==> src/rtl/regfile_scan_ctrl_pkg.sv <==
// Shared definitions for the regfile scan sequencer: default geometry, mode codes, FSM states.
// Latency: n/a (types and constants only).
// Backpressure: n/a.
package regfile_scan_ctrl_pkg;

    // Default regfile geometry; r0 is hardwired to zero so FILL starts at r1.
    localparam int REG_NUM      = 32;
    localparam int REG_ADDR_W   = 5;
    localparam int REG_DATA_W   = 32;
    localparam int REG_FIRST_WR = 1;

    // Operation select, sampled together with start.
    localparam logic MODE_DUMP = 1'b0;
    localparam logic MODE_FILL = 1'b1;

    typedef enum logic [1:0] {
        ST_IDLE = 2'd0,
        ST_FILL = 2'd1,
        ST_DUMP = 2'd2,
        ST_DONE = 2'd3
    } scan_state_t;

endpackage

==> src/rtl/regfile_scan_ctrl.sv <==
// Regfile bring-up sequencer: FILL writes base+addr into every register, DUMP streams {addr,data} beats.
// Latency: FILL writes from start+1, done at start+NREG-FIRST_WR+1; DUMP first beat at start+2, done at start+NREG+2.
// Backpressure: FILL ignores it; DUMP holds a single output register stable while o_out_valid && !i_out_ready.
//
// Ports:
//   i_clk, i_rst              clock, synchronous active-high reset
//   i_start, i_mode, i_fill_base   request pulse, 0=DUMP/1=FILL, FILL pattern base (sampled in IDLE only)
//   o_busy, o_done            state != IDLE, one-cycle completion pulse
//   o_rf_wen/o_rf_waddr/o_rf_wdata   regfile synchronous write port
//   o_rf_test_addr/i_rf_test_data    regfile asynchronous debug read port
//   o_out_valid/i_out_ready/o_out_addr/o_out_data   dump beat stream
module regfile_scan_ctrl
    import regfile_scan_ctrl_pkg::*;
#(
    parameter int NREG     = REG_NUM,
    parameter int ADDR_W   = REG_ADDR_W,
    parameter int DATA_W   = REG_DATA_W,
    parameter int FIRST_WR = REG_FIRST_WR
) (
    input  logic              i_clk,
    input  logic              i_rst,
    input  logic              i_start,
    input  logic              i_mode,
    input  logic [DATA_W-1:0] i_fill_base,
    output logic              o_busy,
    output logic              o_done,
    output logic              o_rf_wen,
    output logic [ADDR_W-1:0] o_rf_waddr,
    output logic [DATA_W-1:0] o_rf_wdata,
    output logic [ADDR_W-1:0] o_rf_test_addr,
    input  logic [DATA_W-1:0] i_rf_test_data,
    output logic              o_out_valid,
    input  logic              i_out_ready,
    output logic [ADDR_W-1:0] o_out_addr,
    output logic [DATA_W-1:0] o_out_data
);

    // One extra index bit so a full 2**ADDR_W sweep can reach NREG without wrapping.
    localparam int IDX_W = ADDR_W + 1;
    localparam logic [IDX_W-1:0] LP_NREG  = IDX_W'(NREG);
    localparam logic [IDX_W-1:0] LP_LAST  = IDX_W'(NREG - 1);
    localparam logic [IDX_W-1:0] LP_FIRST = IDX_W'(FIRST_WR);

    scan_state_t       r_state;
    logic [IDX_W-1:0]  r_idx;
    logic [DATA_W-1:0] r_base;
    logic              r_busy;
    logic              r_done;
    logic              r_rf_wen;
    logic [ADDR_W-1:0] r_rf_waddr;
    logic [DATA_W-1:0] r_rf_wdata;
    logic              r_out_valid;
    logic [ADDR_W-1:0] r_out_addr;
    logic [DATA_W-1:0] r_out_data;

    logic [IDX_W-1:0]  w_idx_nxt;
    logic              w_fetch;
    logic              w_accept;
    logic              w_load;
    logic              w_last_beat;

    assign w_idx_nxt   = r_idx + IDX_W'(1);
    // In DUMP, r_idx is the fetch pointer: a read is still owed while it is below NREG.
    assign w_fetch     = (r_idx < LP_NREG);
    assign w_accept    = r_out_valid && i_out_ready;
    // The output register refills when empty or being drained this cycle, giving one beat per cycle.
    assign w_load      = w_fetch && (!r_out_valid || i_out_ready);
    assign w_last_beat = w_accept && (r_out_addr == LP_LAST[ADDR_W-1:0]);

    always_ff @(posedge i_clk) begin
        if (i_rst) begin
            r_state     <= ST_IDLE;
            r_idx       <= '0;
            r_base      <= '0;
            r_busy      <= 1'b0;
            r_done      <= 1'b0;
            r_rf_wen    <= 1'b0;
            r_rf_waddr  <= '0;
            r_rf_wdata  <= '0;
            r_out_valid <= 1'b0;
            r_out_addr  <= '0;
            r_out_data  <= '0;
        end else begin
            r_done <= 1'b0;
            case (r_state)
                ST_IDLE: begin
                    if (i_start) begin
                        r_busy <= 1'b1;
                        r_base <= i_fill_base;
                        if (i_mode == MODE_FILL) begin
                            // First write is presented in the very next cycle.
                            r_state    <= ST_FILL;
                            r_idx      <= LP_FIRST;
                            r_rf_wen   <= 1'b1;
                            r_rf_waddr <= LP_FIRST[ADDR_W-1:0];
                            r_rf_wdata <= i_fill_base + DATA_W'(LP_FIRST);
                        end else begin
                            r_state <= ST_DUMP;
                            r_idx   <= '0;
                        end
                    end
                end
                ST_FILL: begin
                    if (r_idx == LP_LAST) begin
                        r_state  <= ST_DONE;
                        r_rf_wen <= 1'b0;
                        r_done   <= 1'b1;
                    end else begin
                        r_idx      <= w_idx_nxt;
                        r_rf_waddr <= w_idx_nxt[ADDR_W-1:0];
                        r_rf_wdata <= r_base + DATA_W'(w_idx_nxt);
                    end
                end
                ST_DUMP: begin
                    if (w_load) begin
                        r_out_valid <= 1'b1;
                        r_out_addr  <= r_idx[ADDR_W-1:0];
                        r_out_data  <= i_rf_test_data;
                        r_idx       <= w_idx_nxt;
                    end else if (w_accept) begin
                        r_out_valid <= 1'b0;
                    end
                    // Fetch is exhausted by the time the last beat drains, so valid drops above.
                    if (w_last_beat) begin
                        r_state <= ST_DONE;
                        r_done  <= 1'b1;
                    end
                end
                ST_DONE: begin
                    r_state <= ST_IDLE;
                    r_busy  <= 1'b0;
                    r_idx   <= '0;
                end
                default: begin
                    r_state <= ST_IDLE;
                end
            endcase
        end
    end

    assign o_busy         = r_busy;
    assign o_done         = r_done;
    assign o_rf_wen       = r_rf_wen;
    assign o_rf_waddr     = r_rf_waddr;
    assign o_rf_wdata     = r_rf_wdata;
    // Debug read address follows the fetch pointer only while dumping; parked at 0 otherwise.
    assign o_rf_test_addr = (r_state == ST_DUMP) ? r_idx[ADDR_W-1:0] : '0;
    assign o_out_valid    = r_out_valid;
    assign o_out_addr     = r_out_addr;
    assign o_out_data     = r_out_data;

endmodule

==> config.mk <==
export PLATFORM = sky130hd
export DESIGN_NAME = regfile_scan_ctrl
export DESIGN_NICKNAME = d
export VERILOG_FILES = /design/src/rtl/regfile_scan_ctrl_pkg.sv /design/src/rtl/regfile_scan_ctrl.sv
export SDC_FILE = /design/constraint.sdc
export NUM_CORES = 1
export LEC_CHECK = 0
export BUFFER_PORTS_ARGS = -buffer_cell sky130_fd_sc_hd__buf_2
export CAP_MARGIN = 15
export CELL_PAD_IN_SITES_DETAIL_PLACEMENT = 1
export CELL_PAD_IN_SITES_GLOBAL_PLACEMENT = 2
export CORE_ASPECT_RATIO = 1.25
export CORE_UTILIZATION = 33
export CTS_BUF_LIST = sky130_fd_sc_hd__clkbuf_2
export DETAILED_ROUTE_END_ITERATION = 7
export PLACE_DENSITY = 0.95
export SLEW_MARGIN = 0
export SYNTH_ARGS = -nofsm -noshare
export SYNTH_HDL_FRONTEND = slang
export SYNTH_SLANG_ARGS = --single-unit
==> constraint.sdc <==
create_clock -name i_clk -period 5.3 [get_ports i_clk]
set_input_delay 1.06 -clock i_clk [delete_from_list [all_inputs] [get_ports i_clk]]
set_output_delay 1.06 -clock i_clk [all_outputs]
set_load 0.005 [all_outputs]
# == After elaboration in Yosys (flattened, before gate mapping) ==
# Cells that the tools add are included.
# word_totals
reg_bits,118
latch_bits,0
ram_bits,0
mem_bits_ro,0
inputBits,69
output_inout_bits,83
elab_cells,73
n_memories,0
# classes
addsub,3
mul,0
n_div,0
magnitude_cmp,1
eq_ne,11
n_shift,0
muxes,30
bitwise,0
n_reduce_logical,17
# ops
op,count
$mux 32,3
$pmux 32 s2,1
$add 32x1->32 const B,1
$add 32x6->32,1
$pmux 6 s4,1
$mux 5,4
$mux 6,3
$ne 2x2->1 const B,6
$pmux 5 s2,1
$mux 1,9
$mux 2,4
$pmux 2 s4,1
$reduce_and 2->1,4
$reduce_and 4->1,2
$add 6x1->6 const B,1
$eq 6x5->1 const B,1
$lt 6x6->1 const B,1
$pmux 1 s2,3
$reduce_and 3->1,2
$reduce_bool 2->1,3
$eq 5x5->1 const B,1
$eq 2x2->1 const B,2
$logic_and 1x1->1,3
$eq 2x1->1 const B,1
other kinds (3),3

# == Depth between registers and ports, before layout ==
# logic_depth
word_depth,5
mapped_depth,10
ltp_nobuf,10

# == Least setup slack after synthesis ==
# No wires, ideal clock.
# synth_path
path_type,flip-flop to flip-flop
startpoint,register r_idx[0]
endpoint,"register r_rf_wdata[25], in the netlist o_rf_wdata[25]"
setup_time_ps,117
arrival_ps,2497
t_required_ps,5183
path_slack_ps,2686
stages_incl_launch_ff,11
n_path_buf,0
period_less_slack_ps,2614
cell_sequence,dfxtp_1 ha_1 and3_1 xor2_1 ha_1 nor3_1 nor3_2 nand2_2 o31a_1 or3_1 a22o_1
# synth_via
elab_chain_cells,4
word_cells_on_any_way,7
cone_classes,2 x add/sub; 2 x eq/ne; 2 x mux; 1 x reduce/logical
# synth_rtl
element,line,text
"start, declared",regfile_scan_ctrl.sv:45,logic [IDX_W-1:0] r_idx;
"start signal, assigned",regfile_scan_ctrl.sv:109,r_idx <= w_idx_nxt;
"start signal, assigned",regfile_scan_ctrl.sv:119,r_idx <= w_idx_nxt;
$add 6x1->6,regfile_scan_ctrl.sv:62,assign w_idx_nxt = r_idx + IDX_W'(1);
$add 32x6->32,regfile_scan_ctrl.sv:111,r_rf_wdata <= r_base + DATA_W'(w_idx_nxt);
$mux 32,regfile_scan_ctrl.sv:104,if (r_idx == LP_LAST) begin
$pmux 32 s2,regfile_scan_ctrl.sv:85,case (r_state)
"end signal, assigned",regfile_scan_ctrl.sv:96,r_rf_wdata <= i_fill_base + DATA_W'(LP_FIRST);
"end signal, assigned",regfile_scan_ctrl.sv:111,
"end, declared",regfile_scan_ctrl.sv:51,logic [DATA_W-1:0] r_rf_wdata;
# Several ways; a longest one is shown, not always the timed one. The select of a mux whose other input is x is not followed.
# A chain may end at the register's enable or synchronous reset.

# == Final worst setup path ==
# layout_path
startpoint,register r_idx[0]
endpoint,"register r_rf_wdata[16], in the netlist o_rf_wdata[16]"
# Same word-level chain as after synthesis.

==> results.ini <==
[status]
outcome=completed

[finish]
fin_nets=971
layout_common_cells=nand2_1, buf_2, dfxtp_1, a21oi_1, nor2_1
finalNonFillerCells=1127
fillers=2228
final_area_mm2=0.00713
final_common_cell=nand2_1
drive_above_1_share_pct=23.7
utilization_pct=40.8
area_growth_pct=21.0

[placed_design]
dp_slack_ns=2.26
numPortBuffers=151
post-dp-hpwl_um=13400
dpl_cell_area_mm2=0.00685
dpl.cell_count=1094
place_congestion=0.767

[cts]
root_buffer=clkbuf_2
clock_latency_ns=0.73
cts_resized=0
cts_num_sinks=118
cts_max_level=4
cts_tree=done
cts_buffers=17
postCtsHoldBufs=0
clockBufferDepth=2
cts_setup_buffers=0
clk_pin_slew_worst_paths_ns=0.20

[floorplan]
fp.dieH_um=151
die_w_um=122
num_io_pins=152
rows=54
core_mm2=0.0175
start_util_pct=33.7
die_area_mm2=0.0184

[grt]
grt_usage_pct=20.8
grt_pass1_vias=5806
grt_max_degree=58
grt_overflow=0
antenna_found_initial=1
grt_pass1_wl_um=29300

[logic_synthesis]
synth_seq_cells=118
synth_edf_count=0
async_reset_ff_share_pct=0
synthTopCellsByArea=dfxtp_1, nand2_1, a21oi_1
yosysUniqueCellTypes=62
synth_top_area_share_pct=40.1
synth_top_flop_cell=dfxtp_1
synth_seq_area_share_pct=40.1
synth_nets=832
syn-instance-count=750
yosysWarnings=0
yosysTopAreaCell=dfxtp_1
synth.avg_cell_area_um2=7.86
synth.cell_area_mm2=0.00590

[detailed_routing]
wl_per_cell_um=16.6
drc=0
first_pass_iters=4
finalWirelength_um=18700
num_vias=5849
viasPerCell=5.19
drtIter0Drc=252
ant_nets=0

[timing]
slew-limit-headroom_pct=24.2
period_minus_slack_ns=3.08
setup_viol=0
slew_viol_final=0
post-route-period-util_pct=58.1
rsz0062_at_grt=false
hold_viol_final=0
finalSetupTns_ns=0
worst_slack_ns=2.22
fin_worst_skew_ns=0.0286
tightest_slew_ns=1.13
fmax_ghz=0.325

[pwr]
peakVddDrop_mv=0.218
leakagePower_nw=2.92
p_per_area_mw_per_mm2=456

[worst_setup_path]
critPathMaxFanout=8
slowest_delay_ns=0.48
path_buf_inv=0
regToRegSetupSlack_ns=2.22
worstPathCellList=ha_1, and3_1, xor2_1, ha_1, o21ai_0, o21ai_1, and2_1, nand4_1, xor2_1, a2111oi_1
crit_type=register to register
path_delay_family=compound AO/OA/AOI/OAI gates
cp-start-kind=register
r2r-end=o_rf_wdata[16]
required_ns=5.94
slowest_stage=dfxtp_1
endpoint=o_rf_wdata[16]
cp.depth=10
rr_worst_depth=10
worstReg2RegStart=r_idx[0]
critPathCaptureType=register
arrival_ns=3.72
setup.worst_path.start=r_idx[0]

[flow_run]
maxCapViolCount=0

[hold_path]
hold_path.class=register to register

[metrics by stage]
stage               power, mW  hold WS (ns)
floorplan                2.04         0.440
global placement         2.54         0.438
detailed placement       2.57         0.445
CTS                      3.29         0.444
global route             3.50         0.412
finish                   3.26         0.467
[tightest hold or removal path, delay by kind of cell (launching register included)]
kind	cells	cell delay (ns)
flops	1	0.34
simple gates	1	0.05
compound gates	1	0.05
[power breakdown]
| group | leakage, nW | internal, mW | switching (mW) |
|---|---|---|---|
| clock | 0.163 | 0.314 | 0.403 |
| sequential | 0.965 | 1.12 | 0.161 |
| combinational | 1.79 | 0.471 | 0.790 |
[registers in the layout (all words and copies together), names as in the netlist]
register	cells
o_out_valid	1
o_rf_wen	1
o_busy	1
o_rf_wdata	32
o_rf_waddr	5
r_base	32
o_done	1
r_idx	6
o_out_data	32
r_state	2
o_out_addr	5
[Yosys cell counts, drive strengths merged, types with 12 or more instances]
cell    count
a21oi      89
a22oi      12
clkbuf     33
dfxtp     118
ha         12
nand2     183
nand3      33
nand4      14
nor2       53
o21ai      29
xnor2      36
xor2       22
[layer usage]
metal	track usage, %	part of all wire [%]	routed length, µm	vias up
met5	0	0	0	-
met4	7.72	1.9	356	0
met3	4.71	3.6	676	32
met2	36.6	51	9530	122
met1	24.3	44	8170	2836
li1	-	-	-	2859
[how the worst min path moves through the flow]
| stage | from | to | slack [ns] | cells after the start |
|---|---|---|---|---|
| after floorplan | r_base[0] | r_base[0] | 0.44 | 2 |
| after global placement | o_rf_wdata[17] | o_rf_wdata[17] | 0.44 | 2 |
| after detailed placement | o_out_data[23] | o_out_data[23] | 0.45 | 2 |
| after CTS | i_rf_test_data[21] | o_out_data[21] | 0.44 | 3 |
| after global routing | i_rf_test_data[26] | o_out_data[26] | 0.41 | 3 |
| final | o_out_data[11] | o_out_data[11] | 0.47 | 2 |
[logic make-up (layout without fill, tap and decap cells)]
group           Yosys count  count (layout)  synth area share [%]
buf+inv                  50             202                  3.40
fa+ha+maj                13              13                  2.89
compound gates          173             173                  18.1
flops                   118             118                  40.1
mux                       1               1                 0.170
simple gates            337             337                  26.7
xor+xnor                 58              58                  8.74
other cells               0               1                     0
[area by class of cell]
class	instances	area [µm²]	area share, %
multi-input cells	582	3340	46.8
flip-flops and latches	118	2360	33.1
repair buffers	161	833	11.7
well taps	224	280	3.93
clock inverters	15	201	2.82
clock buffers	17	85.1	1.19
inverters	9	33.8	0.474
diodes	1	2.50	0.0351
Note: power is estimated with default switching activity, not from simulation.
